### config.mk
export PLATFORM = sky130hd
export DESIGN_NAME = upsample_zero_insert
export DESIGN_NICKNAME = d
export VERILOG_FILES = /design/src/rtl/upsample_zero_insert_pkg.sv /design/src/rtl/upsample_zero_insert_fifo.sv /design/src/rtl/upsample_zero_insert.sv
export SDC_FILE = /design/constraint.sdc
export NUM_CORES = 1
export LEC_CHECK = 0
export ABC_AREA = 1
export CAP_MARGIN = 20
export CORE_MARGIN = 2
export CORE_UTILIZATION = 60
export CTS_BUF_LIST = sky130_fd_sc_hd__clkbuf_4
export DETAILED_ROUTE_END_ITERATION = 12
export PLACE_DENSITY = 0.9
export SETUP_SLACK_MARGIN = 0.5
export SLEW_MARGIN = 10
export SYNTH_ARGS = -nofsm -noshare
export SYNTH_HDL_FRONTEND = slang
export SYNTH_HIERARCHICAL = 1
export SYNTH_SLANG_ARGS = --single-unit
### constraint.sdc
create_clock -name clk -period 6.92 [get_ports clk]
set_input_delay 1.73 -clock clk [delete_from_list [all_inputs] [get_ports clk]]
set_output_delay 1.73 -clock clk [all_outputs]
set_load 0.05 [all_outputs]
### src/rtl/upsample_zero_insert_pkg.sv
// Shared types, default sizes and width helpers for the zero-insert upsampler.
package ups_pkg;

    typedef enum logic {
        IDLE = 1'b0,
        RUN  = 1'b1
    } ups_state_t;

    localparam int DATA_W_DEF     = 15;
    localparam int L_DEF          = 2;
    localparam int FIFO_DEPTH_DEF = 4;
    localparam int UCNT_W_DEF     = 8;

    // Phase register width; kept at least one bit wide.
    function automatic int phase_w(input int l);
        return (l > 1) ? $clog2(l) : 1;
    endfunction

    // FIFO occupancy width: one extra bit so "full" is representable.
    function automatic int cnt_w(input int depth);
        return $clog2(depth) + 1;
    endfunction

endpackage

### src/rtl/upsample_zero_insert_fifo.sv
// Synchronous FIFO for input-rate samples; async reset on pointers, sync flush that wins.
module ups_fifo
    import ups_pkg::*;
#(
    parameter int DATA_W = DATA_W_DEF,
    parameter int DEPTH  = FIFO_DEPTH_DEF
) (
    input  logic                     clk,
    input  logic                     rst,
    input  logic                     flush,
    input  logic                     push,
    input  logic [DATA_W-1:0]        wr_data,
    input  logic                     pop,
    output logic [DATA_W-1:0]        rd_data,
    output logic                     full,
    output logic                     empty,
    output logic [cnt_w(DEPTH)-1:0]  count
);

    localparam int AW = $clog2(DEPTH);
    localparam int CW = cnt_w(DEPTH);

    logic [DATA_W-1:0] mem [DEPTH];
    logic [AW-1:0]     wr_ptr;
    logic [AW-1:0]     rd_ptr;
    logic              do_push;
    logic              do_pop;

    assign full    = (count == CW'(DEPTH));
    assign empty   = (count == '0);
    assign do_push = push && !full;
    assign do_pop  = pop && !empty;
    assign rd_data = mem[rd_ptr];

    always_ff @(posedge clk or posedge rst) begin
        if (rst) begin
            wr_ptr <= '0;
            rd_ptr <= '0;
            count  <= '0;
        end else if (flush) begin
            wr_ptr <= '0;
            rd_ptr <= '0;
            count  <= '0;
        end else begin
            if (do_push) wr_ptr <= wr_ptr + AW'(1);
            if (do_pop)  rd_ptr <= rd_ptr + AW'(1);
            case ({do_push, do_pop})
                2'b10:   count <= count + CW'(1);
                2'b01:   count <= count - CW'(1);
                default: count <= count;
            endcase
        end
    end

    // Storage needs no reset: entries are only visible through count.
    always_ff @(posedge clk) begin
        if (do_push && !flush) mem[wr_ptr] <= wr_data;
    end

endmodule

### src/rtl/upsample_zero_insert.sv
// Zero-insert upsampler feeding the half-band filter: one sample per L-cycle frame, L-1 fills.
// Define UPS_ZOH_EN to repeat the last loaded sample in fill slots instead of inserting zeros.
module upsample_zero_insert
    import ups_pkg::*;
#(
    parameter int DATA_W     = DATA_W_DEF,
    parameter int L          = L_DEF,
    parameter int FIFO_DEPTH = FIFO_DEPTH_DEF,
    parameter int UCNT_W     = UCNT_W_DEF
) (
    input  logic                   clk,
    input  logic                   rst,
    input  logic                   flush,
    input  logic [DATA_W-1:0]      in_data,
    input  logic                   in_valid,
    output logic                   in_ready,
    output logic [DATA_W-1:0]      out_data,
    output logic                   out_valid,
    output logic [phase_w(L)-1:0]  out_phase,
    output logic [UCNT_W-1:0]      underrun
);

    localparam int             PW   = phase_w(L);
    localparam int             CW   = cnt_w(FIFO_DEPTH);
    localparam logic [PW-1:0]  LAST = PW'(L - 1);

    // Handshake: a transfer happens on any cycle where in_valid && in_ready.
    // in_ready depends only on FIFO occupancy and flush, never on in_valid.
    ups_state_t         state;
    ups_state_t         state_n;
    logic               fifo_push;
    logic               fifo_pop;
    logic [DATA_W-1:0]  fifo_rd;
    logic               fifo_full;
    logic               fifo_empty;
    logic [CW-1:0]      fifo_count;
    logic [DATA_W-1:0]  fill;
    logic [DATA_W-1:0]  data_n;
    logic [PW-1:0]      phase_n;
    logic               valid_n;
    logic [UCNT_W-1:0]  ucnt_n;

    assign in_ready  = !fifo_full && !flush;
    assign fifo_push = in_valid && in_ready;

    ups_fifo #(
        .DATA_W (DATA_W),
        .DEPTH  (FIFO_DEPTH)
    ) u_fifo (
        .clk     (clk),
        .rst     (rst),
        .flush   (flush),
        .push    (fifo_push),
        .wr_data (in_data),
        .pop     (fifo_pop),
        .rd_data (fifo_rd),
        .full    (fifo_full),
        .empty   (fifo_empty),
        .count   (fifo_count)
    );

`ifdef UPS_ZOH_EN
    // out_data always holds the last loaded sample outside phase-0 loads.
    assign fill = out_data;
`else
    assign fill = '0;
`endif

    always_comb begin
        state_n  = state;
        data_n   = out_data;
        phase_n  = out_phase;
        valid_n  = out_valid;
        ucnt_n   = underrun;
        fifo_pop = 1'b0;
        case (state)
            IDLE: begin
                data_n  = '0;
                phase_n = '0;
                valid_n = 1'b0;
                if (!fifo_empty) begin
                    fifo_pop = 1'b1;
                    data_n   = fifo_rd;
                    valid_n  = 1'b1;
                    state_n  = RUN;
                end
            end
            RUN: begin
                valid_n = 1'b1;
                phase_n = (out_phase == LAST) ? '0 : out_phase + PW'(1);
                if (phase_n != '0) begin
                    data_n = fill;
                end else if (!fifo_empty) begin
                    fifo_pop = 1'b1;
                    data_n   = fifo_rd;
                end else begin
                    data_n = fill;
                    if (underrun != {UCNT_W{1'b1}}) ucnt_n = underrun + UCNT_W'(1);
                end
            end
            default: state_n = IDLE;
        endcase
    end

    always_ff @(posedge clk or posedge rst) begin
        if (rst) begin
            state     <= IDLE;
            out_data  <= '0;
            out_phase <= '0;
            out_valid <= 1'b0;
            underrun  <= '0;
        end else if (flush) begin
            state     <= IDLE;
            out_data  <= '0;
            out_phase <= '0;
            out_valid <= 1'b0;
            underrun  <= '0;
        end else begin
            state     <= state_n;
            out_data  <= data_n;
            out_phase <= phase_n;
            out_valid <= valid_n;
            underrun  <= ucnt_n;
        end
    end

    occupancy_bounded: assert property (@(posedge clk) disable iff (rst)
        fifo_count <= CW'(FIFO_DEPTH));

endmodule

[Word level (Yosys, flattened, before mapping)]
Memories as Yosys holds them, arrays and structs flattened.
Cells that the tools add are included.
Storage, ports and cells
  register bits: 33
  input bits: 19
  output and inout bits: 26
  latch bits: 0
  memories: 1
  word-level logic and storage cells: 64
  RAM bits: 60
  bits in read-only memories: 0
Memory list
  u_fifo.mem: depth 4, width 15, read ports 1, clocked after memory_dff 0, write ports 1, line upsample_zero_insert_fifo.sv:23  | logic [DATA_W-1:0] mem [DEPTH];
Cells by class
  equality and inequality tests: 5
  bitwise gates (word level): 1
  muxes and demuxes: 27
  multiply operators: 0
  reduce and logical (&&, ||, !) cells: 16
  shift operators: 0
  $lt $le $gt $ge: 0
  divide/modulo/power cells: 0
  add/subtract/negate cells: 6
Operator list (number)
  $mux 15: 3
  $mux 8: 5
  $pmux 15 s2: 1
  $reduce_bool 2->1: 5
  $mux 1: 9
  $add 8x1->8 const B: 1
  $mux 2: 4
  $ne 8x8->1 const B: 1
  $pmux 1 s2: 3
  $pmux 3 s2: 1
  $logic_and 1x1->1: 5
  $add 2x1->2 const B: 2
  $reduce_and 4->1: 1
  $add 3x1->3 const B: 1
  $eq 3x3->1 const B: 1
  $logic_not 1->1: 3
  $logic_not 3->1: 1
  $mux 3: 1
  $reduce_bool 3->1: 1
  $sub 3x1->3 const B: 1
  $eq 2x1->1 const B: 1
  $eq 2x2->1 const B: 1
  $ne 2x2->1 const B: 1
  $add 1x1->1 const B: 1
  $not 1->1: 1

[Logic depth before layout (Yosys ltp)]
Gate-level depths: netlist of the first run.
  depth after elaboration: 8
  mapped depth: 15
  depth with buffers taken out: 15

[Hierarchy]
Netlist of the first run, hierarchy kept.
By module, submodules not included
  ups_fifo: seq. area each 1976.9 sq um, cells each 212, times used 1, area each 2686.3 sq um
  upsample_zero_insert: seq. area each 625.6 sq um, cells each 132, times used 1, area each 1238.7 sq um

[Worst setup path before layout of the first run]
Ideal clock, no wire load.
  kind: input -> output
  from: input flush
  to: output in_ready
  arrival: 2.384 ns
  data required time: 5.190 ns
  slack: 2.806 ns
  cell stages on the path: 1
  buffers on the path: 0
  path through: nor2_1
Between the ends
  longest elaborated chain between the ends: 2
Ends and longest elaborated chain
  from (decl): line upsample_zero_insert.sv:13  | input logic flush,
  $logic_not 1->1: line upsample_zero_insert.sv:43  | assign in_ready = !fifo_full && !flush;
  $logic_and 1x1->1: line upsample_zero_insert.sv:43
  to (decl): line upsample_zero_insert.sv:16  | output logic in_ready,
Every way passes these cells.

[Worst setup path in the final report of the first run]
Ends and elaborated chain as after synthesis.

==> results of run 1 <==
## cell type report
type                       count  area [um2]  area share
inverter                      43         161      0.0352
sequential                    92        2600       0.567
timing repair buffer          49         498       0.108
tap                           77        96.3      0.0210
clock buffer                   9        67.6      0.0147
clock inverter                 7        65.1      0.0142
multi-input combinational    199        1100       0.240
## state kept, by name (all words and copies together), names as in the netlist
| register | count |
|---|---|
| out_data | 15 |
| out_phase | 1 |
| out_valid | 1 |
| u_fifo/count | 3 |
| u_fifo/mem | 60 |
| u_fifo/rd_ptr | 2 |
| u_fifo/wr_ptr | 2 |
| underrun | 8 |
## metal layers
metal | up-vias | GRT usage | part of all wire
li1 | 1245 | - | -
met1 | 1238 | 0.277 | 0.42
met2 | 85 | 0.351 | 0.50
met3 | 12 | 0.0409 | 0.058
met4 | 0 | 0.0938 | 0.021
met5 | - | 0 | 0
## power breakdown
| part | switching (mW) | internal, mW |
|---|---|---|
| Sequential | 0.0175 | 0.605 |
| Clock | 0.191 | 0.0827 |
| Combinational | 0.113 | 0.0562 |
## stage by stage
step,cells,util,worst slack [ns],area (um2),hold WS [ns]
CTS,475,0.719,1.95,4560,0.525
finish,476,0.723,1.94,4590,0.523
global route,476,0.723,1.88,4590,0.544
global placement,459,0.698,1.96,4430,0.517
floorplan,344,-,2.81,3930,0.532
detailed placement,459,0.698,1.95,4430,0.504
## worst max-delay path, stage by stage
cell and delay, ns:
clkdlybuf4s50_1 0.55, nor2_1 0.16, clkdlybuf4s50_1 0.81
## placed cells by master, fill, tap and decap left out, types with 3 or more instances in the layout
cell type	count
nand2_1	39
clkdlybuf4s50_1	44
o21ai_1	5
ha_1	5
nor2_1	54
inv_2	5
a21oi_1	3
dfrtp_1	32
edfxtp_1	60
nand3_1	9
o22ai_1	15
inv_1	37
buf_4	4
o21ai_0	33
clkbuf_4	9
nand2_2	3
nor2_2	4
nor2_4	12
nand3_2	7
## kinds of logic after synthesis
logic type / count (synthesis)
xor gates and xnor gates: 1
adders and majority gates: 6
and+or+nand+nor: 133
DFF: 92
AOI/OAI and AO/OA: 59
buffers and inverters: 53
## final timing paths
check	from	to	slack, ns	cells past startpoint
max	flush	in_ready	1.94	3
min	out_phase	out_phase	0.52	1
max reg2reg	u_fifo/rd_ptr[0]	out_data[7]	4.41	5
min reg2reg	out_phase	out_phase	0.52	1
max in group asynchronous	rst	out_data[13]	5.02	3
min in group asynchronous	rst	out_phase	1.51	2
==> reports/summary.txt, run 1 <==
Status -> completed
Design Power -> 1.07 mW
DRT Pass-1 Iters -> 4
Final setup viols -> 0
Final nets -> 419
Post-Synth Simple-Gate Area -> 0.174
All-Layer GR Usage -> 0.212
RePlAce Congestion -> 0.847
Filler cells -> 403
Vias in the first global route -> 2505
Port Buffers -> 44
Multiplexer share of the synthesized area -> 0
Via density per instance -> 5.42
Detail Placement HPWL -> 4.83 mm
Largest net degree at the start of global routing -> 33
First-pass GRT wire length -> 11.8 mm
Avg WL per Cell -> 14.9 um
DRC errors left -> 0
N_diodes -> 0
Area Growth Syn to Fin -> 17.0%
Tcrit/Tclk final -> 0.719
Sequential fraction of the synthesis area -> 0.663
Clock Path Buffers -> 2
Yosys Warn Count -> 6
Synth Area in Adders -> 0.0210
CP Class -> input pin to output port
Synth Register Bits -> 92
Startpoint types -> input pin
I/O pin total -> 45
Syn Nets -> 369
Largest family of logic cells by synthesized area -> simple AND/OR/NAND/NOR gates
H-tree depth -> 3
Root Buffer -> clkbuf_4
Iter 0 DRT Violations -> 219
Antenna viol nets, final -> 0
FMAX -> 201 MHz
Hold Vio Cnt, Final -> 0
Postcts setup bufs -> 0
HP Class -> register to register
Post-synth EDFFs -> 60
Max Slew Vio Count -> 0
Layout cells sized above 1 -> 0.143
TNS Setup -> 0 ns
Compound-cell area share of the yosys netlist -> 0.0826
WP data arrival -> 3.25 ns
Starting density of the core -> 0.618
Syn_area_per_cell -> 11.4 um2
Post-cts repair resize count -> 0
Post-Synth XOR/XNOR Area -> 0.00223
Post-synth cell types -> 28
Top cell type's share of synthesized area -> 0.459
Row count -> 29
Crit path capture type -> output port
Initial antenna violation count -> 0
Cell with the most instances after synthesis -> edfxtp_1
Synthesized area -> 3930 um2
CTS tree -> built
Max-cap violations -> 0
Pleak -> 1.84 nW
Clk sinks -> 92
Vias -> 2580
Skew-Pair Late Insertion Delay -> 0.44 ns
Pwr/cell area -> 232 nW/um2
WP data required -> 5.19 ns
GR Overflow Total -> 0
Rel. slew slack -> 0.362
Slew at the pin with the worst max-slew slack -> 0.958 ns
Core Box Area -> 6350 um2
VDD IR max -> 0.174 mV
Final min period -> 4.98 ns
Synth top cells by count -> 60 x edfxtp_1, 54 x nor2_1, 39 x nand2_1
Inserted Clock Buffers -> 9
Worst-path clk slew -> 0.15 ns
RSZ-0062 raised after global routing -> no
Hold-fix buffers at CTS -> 0
Die H -> 84.9 um
Worst-path fanout max -> 8
Final Skew -> 0.0167 ns
Routed WL -> 7.07 mm
Top cells by area, synth -> edfxtp_1 46%, dfrtp_1 20%, nor2_1 5.2%, o21ai_0 4.2%, nand2_1 3.7%
Total Die Area -> 7200 um2
DIE WIDTH -> 84.9 um
Most common flop cell mapped by yosys -> edfxtp_1
Cells after synthesis -> 344
Area leader, netlist -> edfxtp_1
Async set-or-reset flop fraction in the synthesized netlist -> 0.348
Power figures use the tool's default switching activity.
==> run 2: changes to the inputs <==
Settings changed: CORE_UTILIZATION 60 to 52, PLACE_DENSITY 0.9 to 0.83.
Clock period 6.92 ns to 4 ns, I/O delays scaled along.
==> run 2 against run 1 <==
  * Die area up 15%
  * Clock power up 120%
  * Sequential power up 72%
  * Core utilization down 8.2 points
==> reports/summary.txt, run 2 (synthesized netlist as in run 1, its figures left out) <==
Total Die Area -> 8260 um2 (+15%)
TNS Setup -> 0 ns (unchanged)
DIE WIDTH -> 90.9 um (+7.1%)
Initial antenna violation count -> 0 (unchanged)
Cell chain of the critical path -> clkdlybuf4s50_1, nor2_1, clkdlybuf4s50_1
Worst path max stage delay -> 0.80 ns (about the same)
Crit-path leading delay family -> buffers and inverters
# placed instances -> 483 (+5.2%)
Starting density of the core -> 0.538 (-0.0799)
R2R setup slack -> 1.80 ns (-2.61 ns)
RePlAce Congestion -> 0.849 (+0.18%)
All-Layer GR Usage -> 0.178 (-0.0344)
Most frequent cells in the layout -> 60 x edfxtp_1, 54 x nor2_1, 44 x clkdlybuf4s50_1
DRC errors left -> 0 (unchanged)
Pleak -> 1.86 nW (+1.4%)
Layout cells sized above 1 -> 0.147 (+0.00428)
Hold Path Depth -> 1 (unchanged)
VDD IR max -> 0.303 mV (+74%)
Max Slew Vio Count -> 0 (unchanged)
Hold path startpoint -> out_phase
DRT Pass-1 Iters -> 4 (unchanged)
Commonest non-fill, non-tap cell in the layout -> edfxtp_1
CP max stage cell -> clkdlybuf4s50_1
Inserted Clock Buffers -> 9 (unchanged)
Skew-Pair Late Insertion Delay -> 0.44 ns (about the same)
GR Overflow Total -> 0 (unchanged)
Row count -> 31 (+6.9%)
Antenna viol nets, final -> 0 (unchanged)
Max reg flops -> 60 (unchanged)
Worst-path clk slew -> 0.16 ns (about the same)
First-pass GRT wire length -> 11.3 mm (-3.9%)
Clk sinks -> 92 (unchanged)
Largest net degree at the start of global routing -> 33 (unchanged)
I/O pin total -> 45 (unchanged)
Routed WL -> 6.90 mm (-2.4%)
R2R depth -> 15 (+10)
Core Box Area -> 7290 um2 (+15%)
Final setup viols -> 0 (unchanged)
Placed Area -> 4470 um2 (+0.96%)
Tcrit/Tclk final -> 0.834
Slew at the pin with the worst max-slew slack -> 0.878 ns (-0.0794 ns)
RR Startpoint -> u_fifo/count[0]
Cell repeated most along the worst path -> clkdlybuf4s50_1
Largest regs -> u_fifo/mem: 60 flops, out_data: 15 flops, underrun: 8 flops
HP Class -> register to register
Avg WL per Cell -> 13.8 um (-7.0%)
Area Growth Syn to Fin -> 19.1%
Root Buffer -> clkbuf_4
Rel. slew slack -> 0.414 (+0.0523)
WP data required -> 3.00 ns (-2.19 ns)
Final non-filler cell total -> 500 (+5.0%)
Crit path capture type -> output port
Top reg by flops -> u_fifo/mem
Vias in the first global route -> 2375 (-5.2%)
Detail Placement HPWL -> 4.67 mm (-3.2%)
Hold-fix buffers at CTS -> 0 (unchanged)
Final worst slack -> 0.663 ns (-1.28 ns)
CTS tree -> built
Fin Hold WS -> 0.534 ns (+0.0104 ns)
WHS Endpoint -> out_phase
FMAX -> 300 MHz
Die H -> 90.9 um (+7.1%)
Pre-CTS WS -> 0.660 ns (-1.29 ns)
Postcts setup bufs -> 0 (unchanged)
Bufs and invs on worst path -> 2 (unchanged)
Filler cells -> 580 (+44%)
RR Endpoint -> u_fifo/count[2]
Final min period -> 3.34 ns
Worst-path fanout max -> 2 (-6)
Iter 0 DRT Violations -> 149 (-32%)
CP Class -> input pin to output port
WP data arrival -> 2.34 ns (-0.91 ns)
Startpoint types -> input pin
N_diodes -> 0 (unchanged)
Final nets -> 421 (+0.48%)
Vias -> 2517 (-2.4%)
Status -> completed
Post-cts repair resize count -> 0 (unchanged)
Via density per instance -> 5.03 (-7.1%)
Clock Path Buffers -> 2 (unchanged)
RSZ-0062 raised after global routing -> no
Port Buffers -> 44 (unchanged)
Pwr/cell area -> 419 nW/um2 (+81%)
Max-cap violations -> 0 (unchanged)
H-tree depth -> 3 (unchanged)
Hold Vio Cnt, Final -> 0 (unchanged)
Finished Cell Area -> 4670 um2 (+1.8%)
Final Skew -> 0.0241 ns (+0.00742 ns)
## run 2: where the power goes
| part | total [mW] | internal (mW) | switching [mW] |
|---|---|---|---|
| Clock | 0.591 | 0.264 | 0.327 |
| Sequential | 1.07 | 1.05 | 0.0231 |
| Combinational | 0.299 | 0.0986 | 0.201 |
## run 2: per-stage QoR
stage                util  power [mW]
finish              0.641        1.96
global route        0.641        2.05
CTS                 0.637        1.97
detailed placement  0.613        1.39
global placement    0.613        1.38
floorplan               -        1.29
## run 2: how the worst max path moves through the flow
stage	to	cells past startpoint	startpoint	slack [ns]
finish	in_ready	3	flush	0.66
global route	in_ready	3	flush	0.61
CTS	in_ready	3	flush	0.66
detailed placement	in_ready	3	flush	0.66
global placement	in_ready	3	flush	0.68
floorplan	u_fifo/mem[0][0]	4	flush	1.32
## run 2: per-layer routing
| layer | global-route usage | part of all wire |
|---|---|---|
| met4 | 0.0644 | 0.011 |
| met2 | 0.287 | 0.49 |
| met3 | 0.0467 | 0.070 |
| met1 | 0.235 | 0.43 |
| met5 | 0 | 0 |
## run 2: layout make-up
class,instances,area (um2),area share
timing repair buffer,51,513,0.110
inverter,43,161,0.0345
tap,99,124,0.0265
multi-input combinational,199,1100,0.235
clock buffer,9,67.6,0.0145
sequential,92,2600,0.557
clock inverter,7,106,0.0228
==> run 3: changes to the inputs <==
Clock period 4 ns to 2.7 ns, I/O delays scaled along.
==> run 3 against run 2 <==
  * Hold slack got worse by 0.084 ns
  * Via count grew 5.2%
  * Critical path depth increased by 2
  * Largest power group unchanged
  * Critical path type is now register to output port
  * Clock skew decreased by 0.0094 ns
==> reports/summary.txt, run 3 (synthesized netlist as in run 1, its figures left out) <==
FMAX -> 471 MHz
Cell repeated most along the worst path -> nor2_4
Worst-path clk slew -> 0.16 ns (about the same)
Core Box Area -> 7290 um2 (unchanged)
Net Sw Power -> 0.860 mW (+56%)
DRT Pass-1 Iters -> 4 (unchanged)
Crit path capture type -> output port
GR Overflow Total -> 0 (unchanged)
First-pass GRT wire length -> 11.9 mm (+5.2%)
Skew-Pair Late Insertion Delay -> 0.45 ns (about the same)
Max-cap violations -> 0 (unchanged)
VDD IR max -> 0.365 mV (+21%)
Filler cells -> 578 (-0.34%)
WP data required -> 2.03 ns (-0.97 ns)
WP data arrival -> 1.45 ns (-0.89 ns)
Avg WL per Cell -> 14.6 um (+5.6%)
Initial antenna violation count -> 0 (unchanged)
Antenna viol nets, final -> 0 (unchanged)
DIE WIDTH -> 90.9 um (unchanged)
TNS Setup -> 0 ns (unchanged)
Cell internal pwr -> 1.91 mW (+36%)
Vias in the first global route -> 2523 (+6.2%)
Slew at the pin with the worst max-slew slack -> 0.550 ns (-0.328 ns)
Largest net degree at the start of global routing -> 32 (-3.0%)
Area Growth Syn to Fin -> 20.2%
Worst path max stage delay -> 0.47 ns (-0.33 ns)
Commonest non-fill, non-tap cell in the layout -> edfxtp_1
Hold Vio Cnt, Final -> 0 (unchanged)
Final nets -> 430 (+2.1%)
Total Die Area -> 8260 um2 (unchanged)
Pwr/cell area -> 587 nW/um2 (+40%)
Root Buffer -> clkbuf_4
Starting density of the core -> 0.538 (unchanged)
All-Layer GR Usage -> 0.188 (+0.00989)
Iter 0 DRT Violations -> 135 (-9.4%)
Layout Utilization -> 0.647 (+0.00601)
N_diodes -> 0 (unchanged)
Design Power -> 2.77 mW (+41%)
Largest regs -> u_fifo/mem: 60 flops, out_data: 15 flops, underrun: 8 flops
H-tree depth -> 3 (unchanged)
I/O pin total -> 45 (unchanged)
Routed WL -> 7.42 mm (+7.5%)
Detail Placement HPWL -> 5.19 mm (+11%)
RSZ-0062 raised after global routing -> no
Max Slew Vio Count -> 0 (unchanged)
Most frequent cells in the layout -> 60 x edfxtp_1, 52 x nor2_1, 39 x nand2_1
Clock power share -> 0.268 (-0.033)
Clk sinks -> 92 (unchanged)
CP Class -> register to output port
CTS tree -> built
Met3 WL post-DR -> 474 um (-1.7%)
Met2 wire len -> 3.68 mm (+9.3%)
Final min period -> 2.12 ns
RePlAce Congestion -> 0.850 (+0.19%)
Top reg by flops -> u_fifo/mem
Flop pwr share -> 0.572 (+0.026)
Port Buffers -> 44 (unchanged)
Sw frac -> 0.310 (+0.0296)
Inserted Clock Buffers -> 9 (unchanged)
Final Skew -> 0.0148 ns (-0.00936 ns)
Startpoint types -> register
Clock Path Buffers -> 2 (unchanged)
CP max stage cell -> dfrtp_2
Vias -> 2649 (+5.2%)
Rel. slew slack -> 0.633 (+0.219)
Final setup viols -> 0 (unchanged)
Cell chain of the critical path -> nor2_4, nand2_1, inv_2, nor2_4, buf_12
Worst-path fanout max -> 3 (+1)
Pleak -> 2.01 nW (+7.9%)
DR top layer -> met4
Metal-1 WL -> 3.10 mm (+4.2%)
DRC errors left -> 0 (unchanged)
Logic gate share of total power -> 0.161 (+0.008)
Row count -> 31 (unchanged)
Max reg flops -> 60 (unchanged)
Tcrit/Tclk final -> 0.786
Layout cells sized above 1 -> 0.190 (+0.0431)
Via density per instance -> 5.20 (+3.4%)
Status -> completed
HP Class -> input pin to asynchronous set/reset pin
Die H -> 90.9 um (unchanged)
==> run 3: area by class of cell <==
class	count	area, um2	area share
Tap cell	99	124	0.0263
Timing Repair Buffer	60	556	0.118
Clock inverter	7	73.8	0.0156
Multi-Input combinational cell	199	1130	0.239
Inverter	43	161	0.0342
Clock buffer	9	67.6	0.0143
Sequential cell	92	2610	0.552
==> run 3: timing repair <==
action	in CTS	in global routing
setup endpoints to repair	27	13
hold buffers	0	0
pin swaps	0	3
setup buffers	3	2
gates resized for setup	34	5
==> run 3: worst paths after layout <==
| check | depth (start not counted) | start | slack [ns] | endpoint |
|---|---|---|---|---|
| worst min-delay path | 2 | rst | 0.45 | u_fifo/count[1] |
| max in group asynchronous | 3 | rst | 1.88 | out_data[1] |
| worst max-delay path | 5 | u_fifo/count[1] | 0.58 | in_ready |
| worst max register to register | 15 | u_fifo/count[0] | 0.61 | u_fifo/count[2] |
| min in group clk | 1 | out_phase | 0.53 | out_phase |
| worst min register to register | 1 | out_phase | 0.53 | out_phase |
==> run 3: per-layer routing <==
layer | track usage | vias up
met2 | 0.316 | 90
met5 | 0 | -
met3 | 0.0409 | 19
li1 | - | 1268
met1 | 0.236 | 1272
met4 | 0.0795 | 0
==> run 3: worst max-delay path, delay by kind of cell (launching register included) <==
family / cells / cell delay, ns
buffers and inverters: 2 / 0.23
DFF: 1 / 0.47
and+or+nand+nor: 3 / 0.28
==> run 3: power groups by stage <==
stage | logic, mW | clock network, mW | registers, mW
after floorplan | 0.196 | 0 | 1.72
after global placement | 0.437 | 0 | 1.62
after detailed placement | 0.452 | 0 | 1.62
after CTS | 0.441 | 0.761 | 1.59
after global routing | 0.482 | 0.810 | 1.59
final | 0.446 | 0.742 | 1.58
==> run 3: per-stage QoR <==
| stage | cell area (um2) | hold slack [ns] | setup slack, ns | instances |
|---|---|---|---|---|
| 6_report | 4720 | 0.449 | 0.577 | 509 |
| 5_1_grt | 4720 | 0.476 | 0.510 | 509 |
| 4_1_cts | 4690 | 0.439 | 0.503 | 507 |
| 3_5_place_dp | 4530 | 0.515 | 0.0318 | 488 |
| 3_3_place_gp | 4530 | 0.505 | 0.106 | 488 |
| 2_1_floorplan | 3930 | 0.478 | 0.343 | 344 |
